[config.mk]
export PLATFORM = sky130hd
export DESIGN_NAME = fetch_mem_bridge
export DESIGN_NICKNAME = d
export VERILOG_FILES = /design/src/rtl/fetch_pkg.sv /design/src/rtl/fetch_tag_ring.sv /design/src/rtl/fetch_mem_bridge.sv
export SDC_FILE = /design/constraint.sdc
export NUM_CORES = 1
export LEC_CHECK = 0
export ABC_AREA = 0
export ABC_CLOCK_PERIOD_IN_PS = 11800
export CAP_MARGIN = 20
export CORE_MARGIN = 3
export CORE_UTILIZATION = 55
export CTS_CLUSTER_DIAMETER = 40
export DETAILED_ROUTE_END_ITERATION = 8
export PLACE_DENSITY = 0.92
export SLEW_MARGIN = 5
export SYNTH_ARGS = -nofsm -noshare
export SYNTH_HDL_FRONTEND = slang
export SYNTH_SLANG_ARGS = --single-unit
[constraint.sdc]
create_clock -name clk -period 11.8 [get_ports clk]
set_input_delay 1.18 -clock clk [delete_from_list [all_inputs] [get_ports clk]]
set_output_delay 1.18 -clock clk [all_outputs]
set_load 0.01 [all_outputs]
[src/rtl/fetch_pkg.sv]
// Shared definitions for the fetch-to-memory bridge: the layout of the
// 39-bit fetch tag and helpers that pull its fields apart.
package fetch_pkg;

   localparam int TAG_W       = 39;
   localparam int WFID_W      = 6;
   localparam int PC_W        = 32;

   localparam int TAG_FIRST   = 38;
   localparam int TAG_WFID_HI = 37;
   localparam int TAG_WFID_LO = 32;
   localparam int TAG_PC_HI   = 31;
   localparam int TAG_PC_LO   = 0;

   function automatic logic [PC_W-1:0] tag_pc(input logic [TAG_W-1:0] tag);
      return tag[TAG_PC_HI:TAG_PC_LO];
   endfunction

   function automatic logic [WFID_W-1:0] tag_wfid(input logic [TAG_W-1:0] tag);
      return tag[TAG_WFID_HI:TAG_WFID_LO];
   endfunction

   function automatic logic tag_first(input logic [TAG_W-1:0] tag);
      return tag[TAG_FIRST];
   endfunction

endpackage

[src/rtl/fetch_tag_ring.sv]
// Circular tag buffer with three pointers: write (enqueue), issue (sent to
// memory) and response (returned from memory). Each pointer carries one wrap
// bit so full and empty regions can be told apart. The pointers always satisfy
// rsp_ptr <= iss_ptr <= wr_ptr modulo the wrap.
module fetch_tag_ring
   import fetch_pkg::*;
#(
   parameter int DEPTH = 4
) (
   input  logic             clk,
   input  logic             rst,
   input  logic             wr_en,
   input  logic [TAG_W-1:0] wr_tag,
   input  logic             iss_adv,
   input  logic             rsp_adv,
   output logic [TAG_W-1:0] iss_tag,
   output logic [TAG_W-1:0] rsp_tag,
   output logic             full,
   output logic             pending,
   output logic             outstanding
);

   localparam int             PW      = $clog2(DEPTH);
   localparam logic [PW:0]    PTR_INC = (PW+1)'(1);
   localparam logic [PW:0]    PTR_CAP = (PW+1)'(DEPTH);

   logic [TAG_W-1:0] tags [DEPTH];
   logic [PW:0]      wr_ptr;
   logic [PW:0]      iss_ptr;
   logic [PW:0]      rsp_ptr;
   logic [PW:0]      fill;

   // Occupancy counts everything not yet answered by memory, issued or not.
   always_comb begin
      fill        = wr_ptr - rsp_ptr;
      full        = (fill == PTR_CAP);
      pending     = (wr_ptr != iss_ptr);
      outstanding = (iss_ptr != rsp_ptr);
      iss_tag     = tags[iss_ptr[PW-1:0]];
      rsp_tag     = tags[rsp_ptr[PW-1:0]];
   end

   // Tag storage carries no reset; pointers alone decide which entries are live.
   always_ff @(posedge clk) begin
      if (wr_en) begin
         tags[wr_ptr[PW-1:0]] <= wr_tag;
      end
   end

   // The three pointers advance independently; callers guarantee ordering.
   always_ff @(posedge clk or posedge rst) begin
      if (rst) begin
         wr_ptr  <= '0;
         iss_ptr <= '0;
         rsp_ptr <= '0;
      end else begin
         if (wr_en) begin
            wr_ptr <= wr_ptr + PTR_INC;
         end
         if (iss_adv) begin
            iss_ptr <= iss_ptr + PTR_INC;
         end
         if (rsp_adv) begin
            rsp_ptr <= rsp_ptr + PTR_INC;
         end
      end
   end

endmodule

[src/rtl/fetch_mem_bridge.sv]
// Bridge between the fetch stage and instruction memory. Requests are always
// accepted into a tag ring (overflow is flagged, never back-pressured), issued
// in order over valid/ready, and in-order responses are paired with their tags
// and delivered to the wavepool one cycle later.
// Optional feature: define FETCH_MEM_BYPASS_EN to let a request into an empty
// buffer go straight to memory in the same cycle.
module fetch_mem_bridge
   import fetch_pkg::*;
#(
   parameter int DEPTH = 4
) (
   input  logic              clk,
   input  logic              rst,
   input  logic              buff_rd_en,
   input  logic [31:0]       buff_addr,
   input  logic [TAG_W-1:0]  buff_tag,
   output logic              buff_ack,
   output logic              mem_rd_en,
   output logic [31:0]       mem_addr,
   input  logic              mem_ready,
   input  logic              mem_rsp_valid,
   input  logic [31:0]       mem_rsp_data,
   output logic              fetch2wave_valid,
   output logic [WFID_W-1:0] fetch2wave_wfid,
   output logic [31:0]       fetch2wave_pc,
   output logic              fetch2wave_first,
   output logic [31:0]       fetch2wave_instr,
   output logic              fetch_overflow_err,
   output logic              fetch_rsp_err
);

   logic             wr_en;
   logic             iss_adv;
   logic             rsp_adv;
   logic [TAG_W-1:0] iss_tag;
   logic [TAG_W-1:0] rsp_tag;
   logic             full;
   logic             pending;
   logic             outstanding;

   fetch_tag_ring #(
      .DEPTH(DEPTH)
   ) u_ring (
      .clk        (clk),
      .rst        (rst),
      .wr_en      (wr_en),
      .wr_tag     (buff_tag),
      .iss_adv    (iss_adv),
      .rsp_adv    (rsp_adv),
      .iss_tag    (iss_tag),
      .rsp_tag    (rsp_tag),
      .full       (full),
      .pending    (pending),
      .outstanding(outstanding)
   );

   // Full is judged on pre-edge pointers, so a response freeing a slot this
   // cycle does not rescue a request arriving while full.
   always_comb begin
      wr_en   = buff_rd_en & ~full;
      rsp_adv = mem_rsp_valid & outstanding;
   end

`ifdef FETCH_MEM_BYPASS_EN
   logic bypass;

   // An empty buffer forwards the incoming request directly; the entry is still
   // written, and if memory takes it the issue pointer moves past it together
   // with the write pointer.
   always_comb begin
      bypass    = ~pending & wr_en;
      mem_rd_en = pending | bypass;
      mem_addr  = '0;
      if (pending) begin
         mem_addr = tag_pc(iss_tag);
      end else if (bypass) begin
         mem_addr = buff_addr;
      end
      iss_adv   = mem_rd_en & mem_ready;
   end
`else
   logic unused_buff_addr;

   // Issue only from stored entries; the address is the PC inside the tag, so
   // the separate buff_addr copy is not needed here.
   always_comb begin
      unused_buff_addr = ^buff_addr;
      mem_rd_en        = pending;
      mem_addr         = pending ? tag_pc(iss_tag) : '0;
      iss_adv          = mem_rd_en & mem_ready;
   end
`endif

   // Delivery registers: pulse once per matched response, hold data otherwise.
   always_ff @(posedge clk or posedge rst) begin
      if (rst) begin
         buff_ack         <= 1'b0;
         fetch2wave_valid <= 1'b0;
         fetch2wave_wfid  <= '0;
         fetch2wave_pc    <= '0;
         fetch2wave_first <= 1'b0;
         fetch2wave_instr <= '0;
      end else begin
         buff_ack         <= rsp_adv;
         fetch2wave_valid <= rsp_adv;
         if (rsp_adv) begin
            fetch2wave_wfid  <= tag_wfid(rsp_tag);
            fetch2wave_pc    <= tag_pc(rsp_tag);
            fetch2wave_first <= tag_first(rsp_tag);
            fetch2wave_instr <= mem_rsp_data;
         end
      end
   end

   // Sticky error flags, cleared only by reset.
   always_ff @(posedge clk or posedge rst) begin
      if (rst) begin
         fetch_overflow_err <= 1'b0;
         fetch_rsp_err      <= 1'b0;
      end else begin
         if (buff_rd_en & full) begin
            fetch_overflow_err <= 1'b1;
         end
         if (mem_rsp_valid & ~outstanding) begin
            fetch_rsp_err <= 1'b1;
         end
      end
   end

endmodule

---- Word level (Yosys, flattened, before mapping) ----
Memories as Yosys holds them, arrays and structs flattened. A register that Yosys moved wholly into a read port is not among the register bits.
Cells that the tools add are included.
word-level totals
  flip-flop bits (word level) ............. 44
  bits in writable memories ............... 156
  logic and storage cells ................. 25
  memories kept ........................... 1
cells by class
  add/sub/neg operators ................... 4
  eq/ne operators ......................... 3
  muxes and demuxes ....................... 3
  bitwise gates (word level) .............. 7
memory list
  memory       depth  bits a word  rd ports  clocked after Yosys merged registers in  wr ports  line                  RTL
  u_ring.tags  4      39           2         1                                        1         fetch_tag_ring.sv:27  logic [TAG_W-1:0] tags [DEPTH];
operators with widths
  kind                 count
  $mux 32              1
  $add 3x1->3 const B  3
  $ne 3x3->1           2
  $and 1x1->1          5
  $eq 3x3->1 const B   1
  $sub 3x3->3          1
  $mux 1               2
  $not 1->1            2

---- Longest topological paths before layout ----
Gate-level depths: netlist of the first run.
  depth in word-level cells ............... 6
  gate-level depth with buffers ........... 8

---- Hierarchy ----
From an unflattened synthesis of the first run, not the netlist that was laid out.
second synthesis, totals
  cells, all modules ...................... 500
  area, all modules ....................... 10,558.9 µm²
modules (own cells, without submodules)
  module            times used  cells an instance  area an instance (µm²)  sequential area each (µm²)
  fetch_tag_ring    1           304                7,225.7                 4,909.7
  fetch_mem_bridge  1           196                3,333.2                 1,851.8

---- Worst setup path before layout of the first run ----
No wires, ideal clock.
  path kind ............................... reg-to-reg
  from .................................... register u_ring.rsp_ptr[1]
  to ...................................... memory u_ring.tags[3][0], enable pin
  data arrival time ....................... 3.526 ns
  slack ................................... 7.812 ns
  stages on the path, launching flop included .. 6
  path buffers ............................ 2
  path through ............................ dfrtp_1 -> clkbuf_1 -> clkbuf_1 -> inv_1 -> ha_1 -> a31oi_1
between the ends
  word-level cells in the longest chain between the ends .. 6
RTL lines
  element                       line                    RTL
  start, declared               fetch_tag_ring.sv:30    logic [PW:0] rsp_ptr;
  start signal, assigned        fetch_tag_ring.sv:64    rsp_ptr <= rsp_ptr + PTR_INC;
  $sub 3x3->3                   fetch_tag_ring.sv:35    fill = wr_ptr - rsp_ptr;
  $eq 3x3->1                    fetch_tag_ring.sv:36    full = (fill == PTR_CAP);
  $not 1->1                     fetch_mem_bridge.sv:60  wr_en = buff_rd_en & ~full;
  $and 1x1->1                   fetch_mem_bridge.sv:60
  $mux 1                        fetch_tag_ring.sv:45    if (wr_en) begin
  $mux 1 (not written as such)  fetch_tag_ring.sv:46    tags[wr_ptr[PW-1:0]] <= wr_tag;
  end, declared                 fetch_tag_ring.sv:27
Every way passes these cells.

---- Worst setup path in the final report of the first run ----
  from .................................... register u_ring.iss_ptr[0]
  to ...................................... output mem_addr[3]
between the ends
  word-level cells in the longest chain between the ends .. 2
RTL lines
  element                                            line                    RTL
  start, declared                                    fetch_tag_ring.sv:29    logic [PW:0] iss_ptr;
  start signal, assigned                             fetch_tag_ring.sv:61    iss_ptr <= iss_ptr + PTR_INC;
  $mem_v2 4x39 / $ne 3x3->1 (equally long branches)  --
  $mux 32 (*)                                        fetch_mem_bridge.sv:89  mem_addr = pending ? tag_pc(iss_tag) : '0;
  end, declared                                      fetch_mem_bridge.sv:19  output logic [31:0] mem_addr,
Mark *: on every way between the ends. The rest lies on a longest branch, timed or not.

==> summary.txt, run 1 <==
Run status
  • Status: completed

Cells and area
  • Final net count: 803
  • Layout cell share with drive strength beyond 1: 0.308
  • # fillers: 991
  • Final core utilization: 0.748
  • Antenna diodes: 0
  • Area added between synthesis and finish: 30.6%

Setup path
  • CP Cell Sequence: buf_4 > xor2_1 > nor3_2 > buf_4 > and2b_1 > clkdlybuf4s50_1
  • Worst-path maximum fanout: 20
  • Critical path's slowest cell: dfrtp_2
  • Crit path max-delay family: buffers and inverters
  • CP arrival: 3.25 ns
  • CP startpoint kind: flip-flop
  • CP max stage delay: 0.76 ns
  • Worst setup path class: flip-flop to primary output
  • R2R Setup Slk: 8.12 ns
  • Worst path buffer plus inverter count: 3
  • Most frequent CP cell: buf_4
  • Worst Path Required: approximately 11 ns
  • Worst Setup End Kind: primary output

Synth
  • Post-synthesis sequential area ratio: 0.669
  • Post-synthesis xor/xnor area fraction: 0.0121
  • Synth Area in Compound Gates: 0.00396
  • Syn_nets: between 600 and 700
  • Synth warnings: 0
  • Syn_area_per_cell: 20.6 µm²
  • Cells after synthesis: roughly 500
  • Post-Syn Area: 10100 µm²
  • Yosys reg bits: about 240
  • Area share of and/or/nand/nor cells after synthesis: 0.0265
  • Largest family of logic cells by synthesized area: multiplexers
  • Unique masters post-synth: 24
  • Adder-cell area share of the yosys netlist: 0.00990
  • Proportion of synthesized area in mux cells: 0.258

GRT
  • Busiest grt layer: met2
  • Total track usage: 0.222
  • Largest net degree at the start of global routing: a little over 60
  • GR Layer Usage met2: 0.385
  • Met3 Track Usage GR: 0.0374
  • First-pass GRT wire length: ~35000 µm
  • Total congestion overflow: 0
  • Met1 Track Usage GR: 0.295
  • Initial antenna violation count: 0
  • Vias in the first global route: 6132

STA
  • Slew headroom: 0.319
  • Worst Clk Skew: approximately 0.016 ns
  • Worst setup margin: 7.37 ns
  • Least-Margin Pin Slew: 1.02 ns
  • Final Hold Vio Count: 0
  • Final period utilization: 0.375
  • Final setup vio count: 0
  • Peak Freq: 0.226 GHz
  • WHS: 0.482 ns
  • Crit path time final: 4.43 ns
  • RSZ-0062 raised after global routing: false
  • Setup_tns: 0 ns
  • Slew Limit Fails: 0

Floorplanning
  • Core Box Area: 17700 µm²
  • Initial core utilization: 0.573
  • Die area: 20000 µm²
  • Top Ports: 216
  • FP Rows: 48
  • Die Wd: 142 µm
  • Die Height: 142 µm

Power and ir drop
  • Pwr per Cell Area: 305 nW/µm²
  • Total power: between 4000 and 5000 µW
  • Sw power: 1270 µW
  • Internal power: 2770 µW
  • Combinational Power Share: 0.422
  • Switching Fraction: 0.314
  • Reg power frac: 0.355
  • Leak: 0.00490 µW
  • Clk pwr share: 0.223
  • Maximum VDD drop: 0.178 mV

Routing
  • Post-route ant nets: 0
  • Via density: 5.81
  • Vias: 5447
  • Drt first-iter violations: 238
  • Post-Route WL: 22200 µm
  • DRC Markers: 0
  • Routed len/inst: 23.7 µm
  • Pre-antenna DRT Iters: 5

Clock tree
  • Clk Tree Root Cell: clkbuf_16
  • Clock sink count: 239
  • CTS max path bufs: 3
  • Clock transition at path regs: 0.06 ns
  • CTS Buf Count: 31
  • Post_cts resized: 0
  • CTS tree: yes
  • CTS Hold Bufs: 0
  • Post-CTS setup buffer count: 0
  • H-tree depth: 1
  • Clk_lat worst skew: ~0.53 ns

Place
  • Gpl congestion: 0.812
  • Port Buf Inserts: approximately 180
  • DP HPWL: approximately 13000 µm
  • Setup WS pre-CTS: 7.89 ns

Hold path
  • Hold Crit Class: flip-flop to flip-flop

Run
  • Maxcap violations: 0
==> power by group through the flow <==
stage	Sequential [µW]	Clock [µW]	Combinational [µW]
after floorplan	1370	0	996
after global placement	1430	0	1650
after detailed placement	1450	0	1690
after CTS	1450	914	1710
after global routing	1470	955	1810
final	1430	897	1700
==> kinds of logic (layout without fill, tap and decap cells) <==
| logic type | after synthesis | count (layout) |
|---|---|---|
| flip-flops | 239 | 239 |
| multiplexers | 145 | 145 |
| AND/OR/NAND/NOR | 42 | 42 |
| buffers and inverters | 38 | 259 |
| XOR/XNOR | 14 | 14 |
| adder cells (fa/ha/maj) | 8 | 8 |
| AO/OA/AOI/OAI | 5 | 5 |
==> registers in the layout, summed over array words and instances (netlist names), 3 cells and up <==
register	flops
fetch2wave_instr	32
fetch2wave_pc	32
fetch2wave_wfid	6
u_ring.iss_ptr	3
u_ring.rsp_ptr	3
u_ring.tags	156
u_ring.wr_ptr	3
==> per-layer routing <==
metal  up-vias  part of all wire
li1       2339                 -
met1      2832              0.38
met2       243              0.52
met3        33             0.078
met4         0             0.019
met5         -                 0
==> worst paths after layout <==
kind,start,end,depth (start not counted)
worst max-delay path,u_ring.iss_ptr[0]$_DFFE_PP0P_,mem_addr[3],6
worst min register to register,fetch_overflow_err$_DFFE_PP0P_,fetch_overflow_err$_DFFE_PP0P_,1
worst max register to register,u_ring.iss_ptr[0]$_DFFE_PP0P_,fetch2wave_first$_DFFE_PP0P_,5
max in group asynchronous,rst,u_ring.rsp_ptr[1]$_DFFE_PP0P_,3
min in group asynchronous,rst,fetch2wave_pc[28]$_DFFE_PP0P_,2
worst min-delay path,fetch_overflow_err$_DFFE_PP0P_,fetch_overflow_err$_DFFE_PP0P_,1
==> cells in the mapped netlist <==
| cell | number | area share |
|---|---|---|
| edfxtp_1 | 156 | 0.46 |
| dfrtp_1 | 83 | 0.21 |
| mux4_2 | 71 | 0.16 |
| mux2_4 | 48 | 0.071 |
| mux2_2 | 26 | 0.029 |
| nor2b_1 | 22 | 0.014 |
| clkbuf_1 | 12 | 0.0045 |
| and2b_1 | 11 | 0.0082 |
| buf_2 | 10 | 0.0049 |
| xor2_1 | 10 | 0.0087 |
| ha_1 | 8 | 0.0099 |
| inv_1 | 8 | 0.0030 |
| buf_6 | 6 | 0.0067 |
| and2_1 | 4 | 0.0025 |
| xnor2_1 | 4 | 0.0035 |
| a31oi_1 | 2 | 0.0012 |
| buf_4 | 2 | 0.0015 |
| nand2_1 | 2 | 0.00074 |
| a41o_1 | 1 | 0.00099 |
| nand2b_1 | 1 | 0.00062 |
| nor2_1 | 1 | 0.00037 |
| nor3_1 | 1 | 0.00049 |
| o31a_1 | 1 | 0.00087 |
| o41ai_1 | 1 | 0.00087 |
==> final cells by class <==
type	instances	area (µm²)	area share
multi-input combinational	214	3170	0.240
timing repair buffer	193	1940	0.147
inverter	8	32.5	0.00246
clock buffer	38	822	0.0622
sequential	239	6770	0.513
tap	225	282	0.0213
clock inverter	20	190	0.0144
==> cell usage in the layout (no fill, tap or decap), drive strengths merged <==
cell type	count
clkbuf	38
mux4	71
a31oi	2
xnor2	4
dfrtp	83
ha	8
nand2b	1
and2b	11
clkinv	11
mux2	74
a41o	1
nor2b	22
nor3	1
xor2	10
clkdlybuf4s50	183
o41ai	1
edfxtp	156
nand2	2
inv	12
and2	4
nor2	1
buf	10
clkinvlp	3
bufinv	2
o31a	1
==> metrics by stage <==
| stage | instances | instance area, µm² |
|---|---|---|
| after floorplan | 491 | 10100 |
| after global placement | 876 | 12100 |
| after CTS | 934 | 13100 |
| after detailed placement | 876 | 12100 |
| final | 937 | 13200 |
| after global routing | 937 | 13200 |
(Power assumes the default switching activity.)
==> run 2, diff against run 1 <==
Settings changed: ABC_CLOCK_PERIOD_IN_PS 11800 to 4200, CORE_UTILIZATION 55 to 51, PLACE_DENSITY 0.92 to 0.87.
Clock period 11.8 ns to 4.2 ns, I/O delays scaled along.
==> summary.txt, run 2 (synthesis gave the netlist of run 1 again) <==
Run status
  • Status: completed

STA
  • RSZ-0062 raised after global routing: false
  • Peak Freq: between 0.2 and 0.3 GHz
  • Setup_tns: 0 ns
  • Final period utilization: 0.815
  • Crit path time final: 3.42 ns
  • Final Hold Vio Count: 0
  • Least-Margin Pin Slew: 1.05 ns
  • Slew headroom: 0.303
  • Final setup vio count: 0
  • Worst Clk Skew: 0.0162 ns
  • Slew Limit Fails: 0

Run
  • Maxcap violations: 0

Setup path
  • Worst Setup SP: u_ring.iss_ptr[1]$_DFFE_PP0P_
  • CP arrival: around 3 ns
  • CP startpoint kind: flip-flop
  • Worst setup path class: flip-flop to primary output
  • Worst Path Required: between 3 and 4 ns
  • Worst-path maximum fanout: 36
  • Launching point of the worst reg2reg path: u_ring.wr_ptr[0]$_DFFE_PP0P_
  • Worst Setup End Kind: primary output

Power and ir drop
  • Pwr per Cell Area: 860 nW/µm²
  • Maximum VDD drop: 0.426 mV
  • Leak: 0.00495 µW

Floorplanning
  • FP Rows: 50
  • Die area: 21600 µm²
  • Die Wd: roughly 150 µm
  • Core Box Area: 19100 µm²
  • Top Ports: 216
  • Initial core utilization: 0.530
  • Die Height: 147 µm

Cells and area
  • # fillers: 1162
  • Final core utilization: 0.699
  • Largest register FFs: 156
  • Final net count: 807
  • Most frequent cells in the layout: clkdlybuf4s50_1 (183), edfxtp_1 (156), dfrtp_1 (79), mux4_2 (71), mux2_4 (48)
  • Antenna diodes: 0
  • Commonest non-fill, non-tap cell in the layout: clkdlybuf4s50_1
  • Fin cells: 976
  • Area added between synthesis and finish: 31.9%
  • Layout cell share with drive strength beyond 1: 0.309

GRT
  • Total track usage: 0.205
  • Total congestion overflow: 0
  • Vias in the first global route: 6030
  • Largest net degree at the start of global routing: 84
  • First-pass GRT wire length: around 35000 µm
  • Initial antenna violation count: 0

Place
  • DP HPWL: between 10000 and 15000 µm
  • Placed cells: 917
  • Port Buf Inserts: roughly 180
  • Gpl congestion: 0.758

Clock tree
  • Clk Tree Root Cell: clkbuf_16
  • Clock transition at path regs: 0.06 ns
  • H-tree depth: 1
  • CTS tree: yes
  • Post_cts resized: 0
  • CTS Hold Bufs: 0
  • CTS max path bufs: 3
  • Clock sink count: 239
  • Clk_lat worst skew: 0.54 ns
  • CTS Buf Count: 31
  • Post-CTS setup buffer count: 0

Routing
  • Pre-antenna DRT Iters: 4
  • Routed len/inst: 22.3 µm
  • DRC Markers: 0
  • Vias: 5446
  • Via density: approximately 5.6
  • Post-Route WL: 21800 µm
  • Post-route ant nets: 0
  • Drt first-iter violations: roughly 270

Hold path
  • Hold Crit Class: input pin to async pin
-- run 2: stage by stage --
stage          total power, µW  cell area (µm²)  setup WS, ns  hold slack, ns
2_1_floorplan             6660            10100         0.212           0.497
3_3_place_gp              8680            12200          1.33           0.455
3_5_place_dp              8850            12200          1.30           0.460
4_1_cts                  11600            13300         0.722           0.472
5_1_grt                  12100            13300         0.610           0.222
6_report                 11500            13300         0.779           0.200
-- run 2: layer usage --
| metal | track usage | wire [µm] |
|---|---|---|
| met5 | 0 | 0 |
| met4 | 0.0489 | 449 |
| met3 | 0.0509 | 1780 |
| met2 | 0.340 | 10600 |
| met1 | 0.276 | 8900 |
-- run 2: layout make-up --
class | instances | area (µm²) | area share
multi-input cells | 214 | 3170 | 0.238
flip-flops and latches | 239 | 6770 | 0.508
clock inverters | 20 | 260 | 0.0195
repair buffers | 197 | 1970 | 0.148
clock buffers | 38 | 812 | 0.0609
inverters | 8 | 32.5 | 0.00244
well taps | 260 | 325 | 0.0244
-- run 2: final timing paths --
kind	endpoint	slack [ns]	cells past startpoint
setup / recovery	mem_addr[12]	0.78	5
hold / removal	fetch2wave_pc[4]$_DFFE_PP0P_	0.20	2
setup reg to reg	u_ring.tags[0][30]$_DFFE_PP_	1.26	7
hold reg to reg	fetch_overflow_err$_DFFE_PP0P_	0.48	1
max in group asynchronous	u_ring.rsp_ptr[0]$_DFFE_PP0P_	3.36	3
min in group clk	fetch_overflow_err$_DFFE_PP0P_	0.48	1
-- run 2: report_power, final --
group	internal [µW]	switching, µW
clock network	1700	985
logic	2890	2020
registers	3350	513
total	7940	3520
-- run 2: worst max-delay path, stage by stage (launching register included) --
cell and delay, ns:
dfrtp_2 1.05, xor2_1 0.17, nor3_2 0.19, buf_4 0.32, and2b_1 0.24, clkdlybuf4s50_1 0.49
